File: config.mk
export PLATFORM = sky130hd
export DESIGN_NAME = ysyx_23060187_mem_arbiter
export DESIGN_NICKNAME = d
export VERILOG_FILES = /design/src/rtl/ysyx_23060187_mem_arbiter.sv
export SDC_FILE = /design/constraint.sdc
export NUM_CORES = 1
export LEC_CHECK = 0
export BUFFER_PORTS_ARGS = -buffer_cell sky130_fd_sc_hd__buf_2
export CAP_MARGIN = 20
export CORE_ASPECT_RATIO = 0.75
export CORE_UTILIZATION = 49
export CTS_CLUSTER_SIZE = 14
export DETAILED_ROUTE_END_ITERATION = 6
export MAX_ROUTING_LAYER = met4
export PLACE_DENSITY = 0.95
export SETUP_SLACK_MARGIN = 0.05
export SYNTH_ARGS = -nofsm -noshare
export SYNTH_HDL_FRONTEND = slang
export SYNTH_SLANG_ARGS = --single-unit
File: constraint.sdc
create_clock -name clk -period 3.9 [get_ports clk]
set_clock_uncertainty 0.2 [all_clocks]
set_input_delay 0 -clock clk [delete_from_list [all_inputs] [get_ports clk]]
set_output_delay 0 -clock clk [all_outputs]
set_load 0.02 [all_outputs]
File: src/rtl/ysyx_23060187_mem_arbiter.sv
// Round-robin arbiter that shares one single-port memory between the IFU and the LSU.
// One transaction in flight at a time, valid/ready request handshake, timeout guard.
module ysyx_23060187_mem_arbiter #(
    parameter int ADDR_W  = 32,
    parameter int DATA_W  = 32,
    parameter int TIMEOUT = 255
) (
    input  logic              clk,
    input  logic              rst,

    input  logic              ifu_req_valid,
    output logic              ifu_req_ready,
    input  logic [ADDR_W-1:0] ifu_addr,
    output logic              ifu_resp_valid,
    output logic [DATA_W-1:0] ifu_rdata,
    output logic              ifu_resp_err,

    input  logic              lsu_req_valid,
    output logic              lsu_req_ready,
    input  logic [ADDR_W-1:0] lsu_addr,
    input  logic              lsu_wen,
    input  logic [DATA_W-1:0] lsu_wdata,
    input  logic [7:0]        lsu_wmask,
    output logic              lsu_resp_valid,
    output logic [DATA_W-1:0] lsu_rdata,
    output logic              lsu_resp_err,

    output logic              mem_req_valid,
    input  logic              mem_req_ready,
    output logic [ADDR_W-1:0] mem_addr,
    output logic              mem_wen,
    output logic [DATA_W-1:0] mem_wdata,
    output logic [7:0]        mem_wmask,
    input  logic              mem_resp_valid,
    input  logic [DATA_W-1:0] mem_rdata
);

    typedef enum logic [1:0] {IDLE, REQ, WAIT, RESP} state_e;
    typedef enum logic {OWN_IFU, OWN_LSU} owner_e;

    localparam logic [7:0] TIMEOUT_LAST = 8'(TIMEOUT - 1);

    state_e            state_q, state_d;
    owner_e            owner_q, owner_d;
    owner_e            lastGrant_q, lastGrant_d;
    logic [7:0]        cnt_q, cnt_d;
    logic [ADDR_W-1:0] memAddr_q, memAddr_d;
    logic              memWen_q, memWen_d;
    logic [DATA_W-1:0] memWdata_q, memWdata_d;
    logic [7:0]        memWmask_q, memWmask_d;
    logic [DATA_W-1:0] ifuRdata_q, ifuRdata_d;
    logic [DATA_W-1:0] lsuRdata_q, lsuRdata_d;
    logic              ifuErr_q, ifuErr_d;
    logic              lsuErr_q, lsuErr_d;

    logic              grantIfu, grantLsu;
    logic              timeoutHit;
    logic [7:0]        cntInc;
    logic              setResp;
    logic [DATA_W-1:0] respData;
    logic              respErr;

    // On a tie the requester that did not win last time is served.
    always_comb begin
        grantIfu = 1'b0;
        grantLsu = 1'b0;
        if (state_q == IDLE) begin
            if (ifu_req_valid && lsu_req_valid) begin
                if (lastGrant_q == OWN_LSU) begin
                    grantIfu = 1'b1;
                end else begin
                    grantLsu = 1'b1;
                end
            end else if (ifu_req_valid) begin
                grantIfu = 1'b1;
            end else if (lsu_req_valid) begin
                grantLsu = 1'b1;
            end
        end
    end

    // Saturating count keeps a late acceptance at the limit from wrapping past the guard.
    assign cntInc     = (cnt_q == 8'hFF) ? cnt_q : cnt_q + 8'd1;
    assign timeoutHit = (cnt_q >= TIMEOUT_LAST);

    always_comb begin
        state_d     = state_q;
        owner_d     = owner_q;
        lastGrant_d = lastGrant_q;
        cnt_d       = cnt_q;
        memAddr_d   = memAddr_q;
        memWen_d    = memWen_q;
        memWdata_d  = memWdata_q;
        memWmask_d  = memWmask_q;
        ifuRdata_d  = ifuRdata_q;
        lsuRdata_d  = lsuRdata_q;
        ifuErr_d    = ifuErr_q;
        lsuErr_d    = lsuErr_q;
        setResp     = 1'b0;
        respData    = '0;
        respErr     = 1'b0;

        case (state_q)
            IDLE: begin
                if (grantIfu || grantLsu) begin
                    owner_d     = grantLsu ? OWN_LSU : OWN_IFU;
                    lastGrant_d = grantLsu ? OWN_LSU : OWN_IFU;
                    cnt_d       = 8'd0;
                    state_d     = REQ;
                    if (grantLsu) begin
                        memAddr_d  = lsu_addr;
                        memWen_d   = lsu_wen;
                        memWdata_d = lsu_wdata;
                        memWmask_d = lsu_wmask;
                    end else begin
                        memAddr_d  = ifu_addr;
                        memWen_d   = 1'b0;
                        memWdata_d = '0;
                        memWmask_d = 8'h00;
                    end
                end
            end
            REQ: begin
                cnt_d = cntInc;
                if (mem_req_ready) begin
                    state_d = WAIT;
                end else if (timeoutHit) begin
                    state_d = RESP;
                    setResp = 1'b1;
                    respErr = 1'b1;
                end
            end
            WAIT: begin
                cnt_d = cntInc;
                if (mem_resp_valid) begin
                    state_d  = RESP;
                    setResp  = 1'b1;
                    respData = mem_rdata;
                end else if (timeoutHit) begin
                    state_d = RESP;
                    setResp = 1'b1;
                    respErr = 1'b1;
                end
            end
            RESP: begin
                state_d = IDLE;
            end
            default: begin
                state_d = IDLE;
            end
        endcase

        // Only the owner's result registers change, so the other side keeps its last value.
        if (setResp) begin
            if (owner_q == OWN_LSU) begin
                lsuRdata_d = respData;
                lsuErr_d   = respErr;
            end else begin
                ifuRdata_d = respData;
                ifuErr_d   = respErr;
            end
        end
    end

    always_ff @(posedge clk) begin
        if (rst) begin
            state_q     <= IDLE;
            owner_q     <= OWN_IFU;
            lastGrant_q <= OWN_LSU;
            cnt_q       <= 8'd0;
            memAddr_q   <= '0;
            memWen_q    <= 1'b0;
            memWdata_q  <= '0;
            memWmask_q  <= 8'h00;
            ifuRdata_q  <= '0;
            lsuRdata_q  <= '0;
            ifuErr_q    <= 1'b0;
            lsuErr_q    <= 1'b0;
        end else begin
            state_q     <= state_d;
            owner_q     <= owner_d;
            lastGrant_q <= lastGrant_d;
            cnt_q       <= cnt_d;
            memAddr_q   <= memAddr_d;
            memWen_q    <= memWen_d;
            memWdata_q  <= memWdata_d;
            memWmask_q  <= memWmask_d;
            ifuRdata_q  <= ifuRdata_d;
            lsuRdata_q  <= lsuRdata_d;
            ifuErr_q    <= ifuErr_d;
            lsuErr_q    <= lsuErr_d;
        end
    end

    assign ifu_req_ready  = grantIfu;
    assign lsu_req_ready  = grantLsu;

    assign mem_req_valid  = (state_q == REQ);
    assign mem_addr       = memAddr_q;
    assign mem_wen        = memWen_q;
    assign mem_wdata      = memWdata_q;
    assign mem_wmask      = memWmask_q;

    assign ifu_resp_valid = (state_q == RESP) && (owner_q == OWN_IFU);
    assign lsu_resp_valid = (state_q == RESP) && (owner_q == OWN_LSU);
    assign ifu_rdata      = ifuRdata_q;
    assign lsu_rdata      = lsuRdata_q;
    assign ifu_resp_err   = ifuErr_q;
    assign lsu_resp_err   = lsuErr_q;

endmodule

# Word level (Yosys, flattened, before mapping)

Cells that the tools add are included.

Bitwise gates (word level): 1
Add/sub/neg operators: 1
Order comparisons: 1
Equal/unequal tests: 6
Mux-type cells: 30
Reductions and logical operators: 11

Operators with widths:

| kind                  | count |
|---|---|
| $mux W32              | 4 |
| $mux W8               | 3 |
| $pmux W8 S2           | 1 |
| $mux W1               | 15 |
| $add A8 B1 Y8 const B | 1 |
| $eq A8 B8 Y1 const B  | 1 |
| $ge A8 B8 Y1 const B  | 1 |
| $mux W2               | 4 |
| $pmux W2 S4           | 1 |
| $reduce_and A2 Y1     | 3 |
| $eq A2 B2 Y1 const B  | 2 |
| $pmux W1 S2           | 2 |
| $logic_and A1 B1 Y1   | 3 |
| $reduce_and A3 Y1     | 1 |
| $eq A2 B1 Y1 const B  | 1 |
| $logic_not A2 Y1      | 1 |
| $ne A2 B1 Y1 const B  | 1 |
| $ne A2 B2 Y1 const B  | 1 |
| $reduce_bool A2 Y1    | 1 |
| $reduce_or A2 Y1      | 1 |
| $logic_or A1 B1 Y1    | 1 |
| $not A1 Y1            | 1 |

Input port bits: 143
Logic and storage cells: 62
Output and inout bits: 144
Flip-flop bits (word level): 151

# Depth between registers and ports, before layout

Word-level depth: 7
Depth in mapped cells: 9

# Worst setup path before layout

Ideal clock, no wire load.

Kind: reg2reg
From: reg state_q[0]
To: reg cnt_q[7]
Path slack: 1.852 ns
Arrival: 1.727 ns
Data required time: 3.579 ns
Setup time: 0.121 ns
Period minus slack after synthesis: 2.048 ns
Path buffers: 2
Stages on the path, launching flop included: 9
Path through: dfxtp_1 -> inv_1 -> ha_1 -> buf_6 -> or3b_1 -> o21ai_2 -> buf_6 -> nor4_1 -> mux2_2

Longest elaborated chain between the ends: 5

RTL lines:

| what                        | RTL line | RTL |
|---|---|---|
| start: declaration          | 43       | `state_e state_q, state_d;` |
| start signal: assignment    | 180      | `state_q <= state_d;` |
| $logic_not A2 Y1            | 67, 103  |  |
| $mux W1                     | 67       | `if (state_q == IDLE) begin` |
| $logic_or A1 B1 Y1          | 105      | `if (grantIfu \|\| grantLsu) begin` |
| $ne A2 B1 Y1 (no line)      | n/a      |  |
| $reduce_and A3 Y1 (no line) | n/a      |  |
| end signal: assignment      | 183      | `cnt_q <= cnt_d;` |
| end: declaration            | 46       | `logic [7:0] cnt_q, cnt_d;` |

Several ways; a longest one is shown, not always the timed one.
A chain may end at the register's enable or synchronous reset.

# Final worst setup path

From: reg state_q[1]
To: reg memAddr_q[1], in the netlist mem_addr[1]

Longest elaborated chain between the ends: 4

RTL lines:

| what                        | RTL line | RTL |
|---|---|---|
| $logic_not A2 Y1 (*)        | 67, 103  |  |
| $mux W1                     | 67       |  |
| $logic_or A1 B1 Y1          | 105      |  |
| $reduce_and A2 Y1 (no line) | n/a      |  |
| end signal: assignment      | 184      | `memAddr_q <= memAddr_d;` |
| end: declaration            | 47       | `logic [ADDR_W-1:0] memAddr_q, memAddr_d;` |

Mark *: on every way between the ends. The rest lies on a longest branch, timed or not.

==> results.cfg <==
[grt]
grt_start_max_net_pins = 78
antenna_found_initial = 1
grt_pass1_wl_um = 36000
grt_usage_pct = 38.5
grt_pass1_vias = 7004
grt_remaining_overflow = 0

[synthesis]
synth_top_area_cell = dfxtp_1
synthSimpleGateAreaFrac_pct = 16.1
synthTopCellsByCount = dfxtp_1, nor2_1, nand2_1
synth_compound_area_share_pct = 13.7
ys_ff_latch = 151
ys_seq_area_share_pct = 51.5
synth_xor_area_share_pct = 0
synth_fp_nets = 746
synth.mux.area_fraction_pct = 11.8
synth_cells = 597
post_synth_num_cell_types = 36
yosysTopAreaCellShare_pct = 51.5
synth_top_family_by_area = simple AND/OR/NAND/NOR gates
synth-edff-count = 0
synth-main-ff-cell = dfxtp_1
synthArstFlopShare_pct = 0
yosysMostFrequentCell = dfxtp_1
netlist_top_cells_area = dfxtp_1, mux2i_1, a222oi_1, a22oi_1, nor2_1
synthAdderAreaFrac_pct = 1.28
synth_warnings = 0
syn_avg_cell_area_um2 = 9.83
synth_area_mm2 = 0.00587

[critical_path]
r2r_end = mem_addr[1]
critPathKind = register to register
startpoint_type = register
r2r_slack_ns = 0.69
end_kind = register
reg2reg_depth = 8
critPathRequiredTime_ns = 4.02
path_max_fanout = 75
timing.rr.start = state_q[1]
arrival_ns = 3.33

[pwr]
powerDensity_mw_per_mm2 = 542
irDropWorstVdd_mv = 0.368
power.leakage_nw = 4.63

[final_layout]
regArea_mm2 = 0.00302
nets = 1157
area_delta_synth_final_pct = 59.2
fillCellCount = 654
layout-drive-gt1-share_pct = 32.9
multi_input_area_mm2 = 0.00254
design_area_mm2 = 0.00935

[status]
status = finished with violations
violations = DRC

[cts]
cts_root_buf = clkbuf_16
cts_buffers = 17
post-cts-setup-buffers = 0
clock_latency_ns = 0.41
clk_path_buf_depth = 2
cts.sinks = 151
clk_pin_slew_worst_paths_ns = 0.06
htreeDepth = 4
cts_tree = done

[place]
io_buffers = 286
place_area_mm2 = 0.00729
place_ws_ns = 1.18
gp_congestion = 0.857
hpwlAfterDp_um = 11700

[hold_path]
min-delay-path-class = primary input to register
whs_path_depth = 4
hold_end = mem_wdata[4]
hold_start = lsu_wdata[4]

[sta]
finalSetupViolCount = 0
fin_crit_ns = 3.21
fin_ws_ns = 0.686
maxSlewViolCount = 0
setup_tns_ns = 0
max_clock_freq_mhz = 311
fin_crit_sh_pct = 82.4
tightest_slew_ns = 0.950
hold_viol_final = 0
maxSlewHeadroom_pct = 36.5
rsz0062_at_grt = no

[route]
firstDrtPassIters = 7
drt-initial-drc-count = 691
viasPerCell = 5.69
antenna_left = 0
drc_errors = 4
drt_wl_total_um = 23200
wl_per_cell_um = 19.6
routed-via-count = 6739

[floorplan]
die_area_mm2 = 0.0124
die_w_um = 128
die-height_um = 96.8
core_mm2 = 0.0116
ioPinCount = 287
initial_core_util_pct = 50.5
rows = 34

[job]
maxCapViolCount = 0
how the worst max path moves through the flow:
stage	start	to	slack [ns]	cells after the start
after global routing	state_q[1]	mem_addr[1]	0.54	8
after CTS	state_q[1]	mem_addr[28]	0.96	8
final	state_q[1]	mem_addr[1]	0.69	8
after global placement	state_q[1]	ifu_rdata[0]	1.23	5
after detailed placement	state_q[1]	ifu_rdata[20]	1.18	5
after floorplan	state_q[0]	cnt_q[7]	1.85	8
sequential cells by signal, indices dropped and copies added (netlist names):
name          count
cnt_q             8
ifu_rdata        32
ifu_resp_err      1
lastGrant_q       1
lsu_rdata        32
lsu_resp_err      1
mem_addr         32
mem_wdata        32
mem_wen           1
mem_wmask         8
owner_q           1
state_q           2
what timing repair did:
| item | 4_1_cts | 5_1_grt |
|---|---|---|
| gates resized for setup | 0 | 0 |
| hold buffers | 150 | 0 |
| endpoints found under the hold margin | 142 | 0 |
final cells by class:
| class | instances | share of cell area (%) |
|---|---|---|
| diodes | 1 | 0.0268 |
| inverters | 8 | 0.321 |
| clock buffers | 19 | 4.74 |
| well taps | 162 | 2.17 |
| flip-flops and latches | 151 | 32.3 |
| multi-input cells | 386 | 27.2 |
| clock inverters | 13 | 1.18 |
| repair buffers | 444 | 32.0 |
critical path, cell delays in order (launching register included):
cell and delay [ns]:
dfxtp_1 0.35, inv_1 0.11, ha_1 0.40, nand2_1 0.18, a21oi_4 0.13, buf_4 0.62
a222oi_1 0.28, dlygate4sd3_1 0.66, nor2_1 0.17
cells in the final DEF (no fill, tap or decap), types with 2 or more instances in the layout:
cell and count:
nand3_1 38, buf_4 8, o31ai_1 4, or4_1 4, nor4_1 3, dlygate4sd3_1 150
ha_1 6, a222oi_1 32, nand2b_1 4, o211ai_1 2, a21oi_1 6, buf_2 286
o21ai_0 5, nand2_1 74, inv_6 7, inv_1 7, a22oi_1 41, mux2i_1 68
nand4_4 2, dfxtp_1 151, clkinvlp_4 2, clkbuf_16 17, clkinv_4 2, and2_1 3
nor2_1 78
power breakdown:
part | switching [mW] | internal, mW | leakage [nW]
Combinational | 0.991 | 0.703 | 3.13
Clock | 0.705 | 0.852 | 0.268
Sequential | 0.119 | 1.70 | 1.23
metal layers:
layer / track usage, % / vias to the layer above / routed length, um
met5: - / - / 0
met4: 25.9 / 0 / 1550
met3: 10.6 / 124 / 2100
met2: 65.2 / 515 / 11300
met1: 38.5 / 3137 / 8240
li1: - / 2963 / -
per-stage QoR:
step | std cells | power (mW) | utilization [%] | hold slack (ns)
3_5_place_dp | 1001 | 3.08 | 62.8 | 0.0531
3_3_place_gp | 1001 | 3.05 | 62.8 | 0.0450
2_1_floorplan | 597 | 2.71 | - | -0.0374
6_report | 1184 | 5.07 | 80.5 | 0.184
5_1_grt | 1184 | 5.25 | 80.5 | 0.203
4_1_cts | 1183 | 4.92 | 80.5 | 0.162
cell families (layout without fill, tap and decap cells):
logic type | count (synthesis) | count (layout)
buffers and inverters | 60 | 484
AND/OR/NAND/NOR | 212 | 212
AO/OA/AOI/OAI | 99 | 99
flip-flops | 151 | 151
other | 0 | 1
multiplexers | 69 | 69
adder cells (fa/ha/maj) | 6 | 6
(Power assumes the default switching activity.)
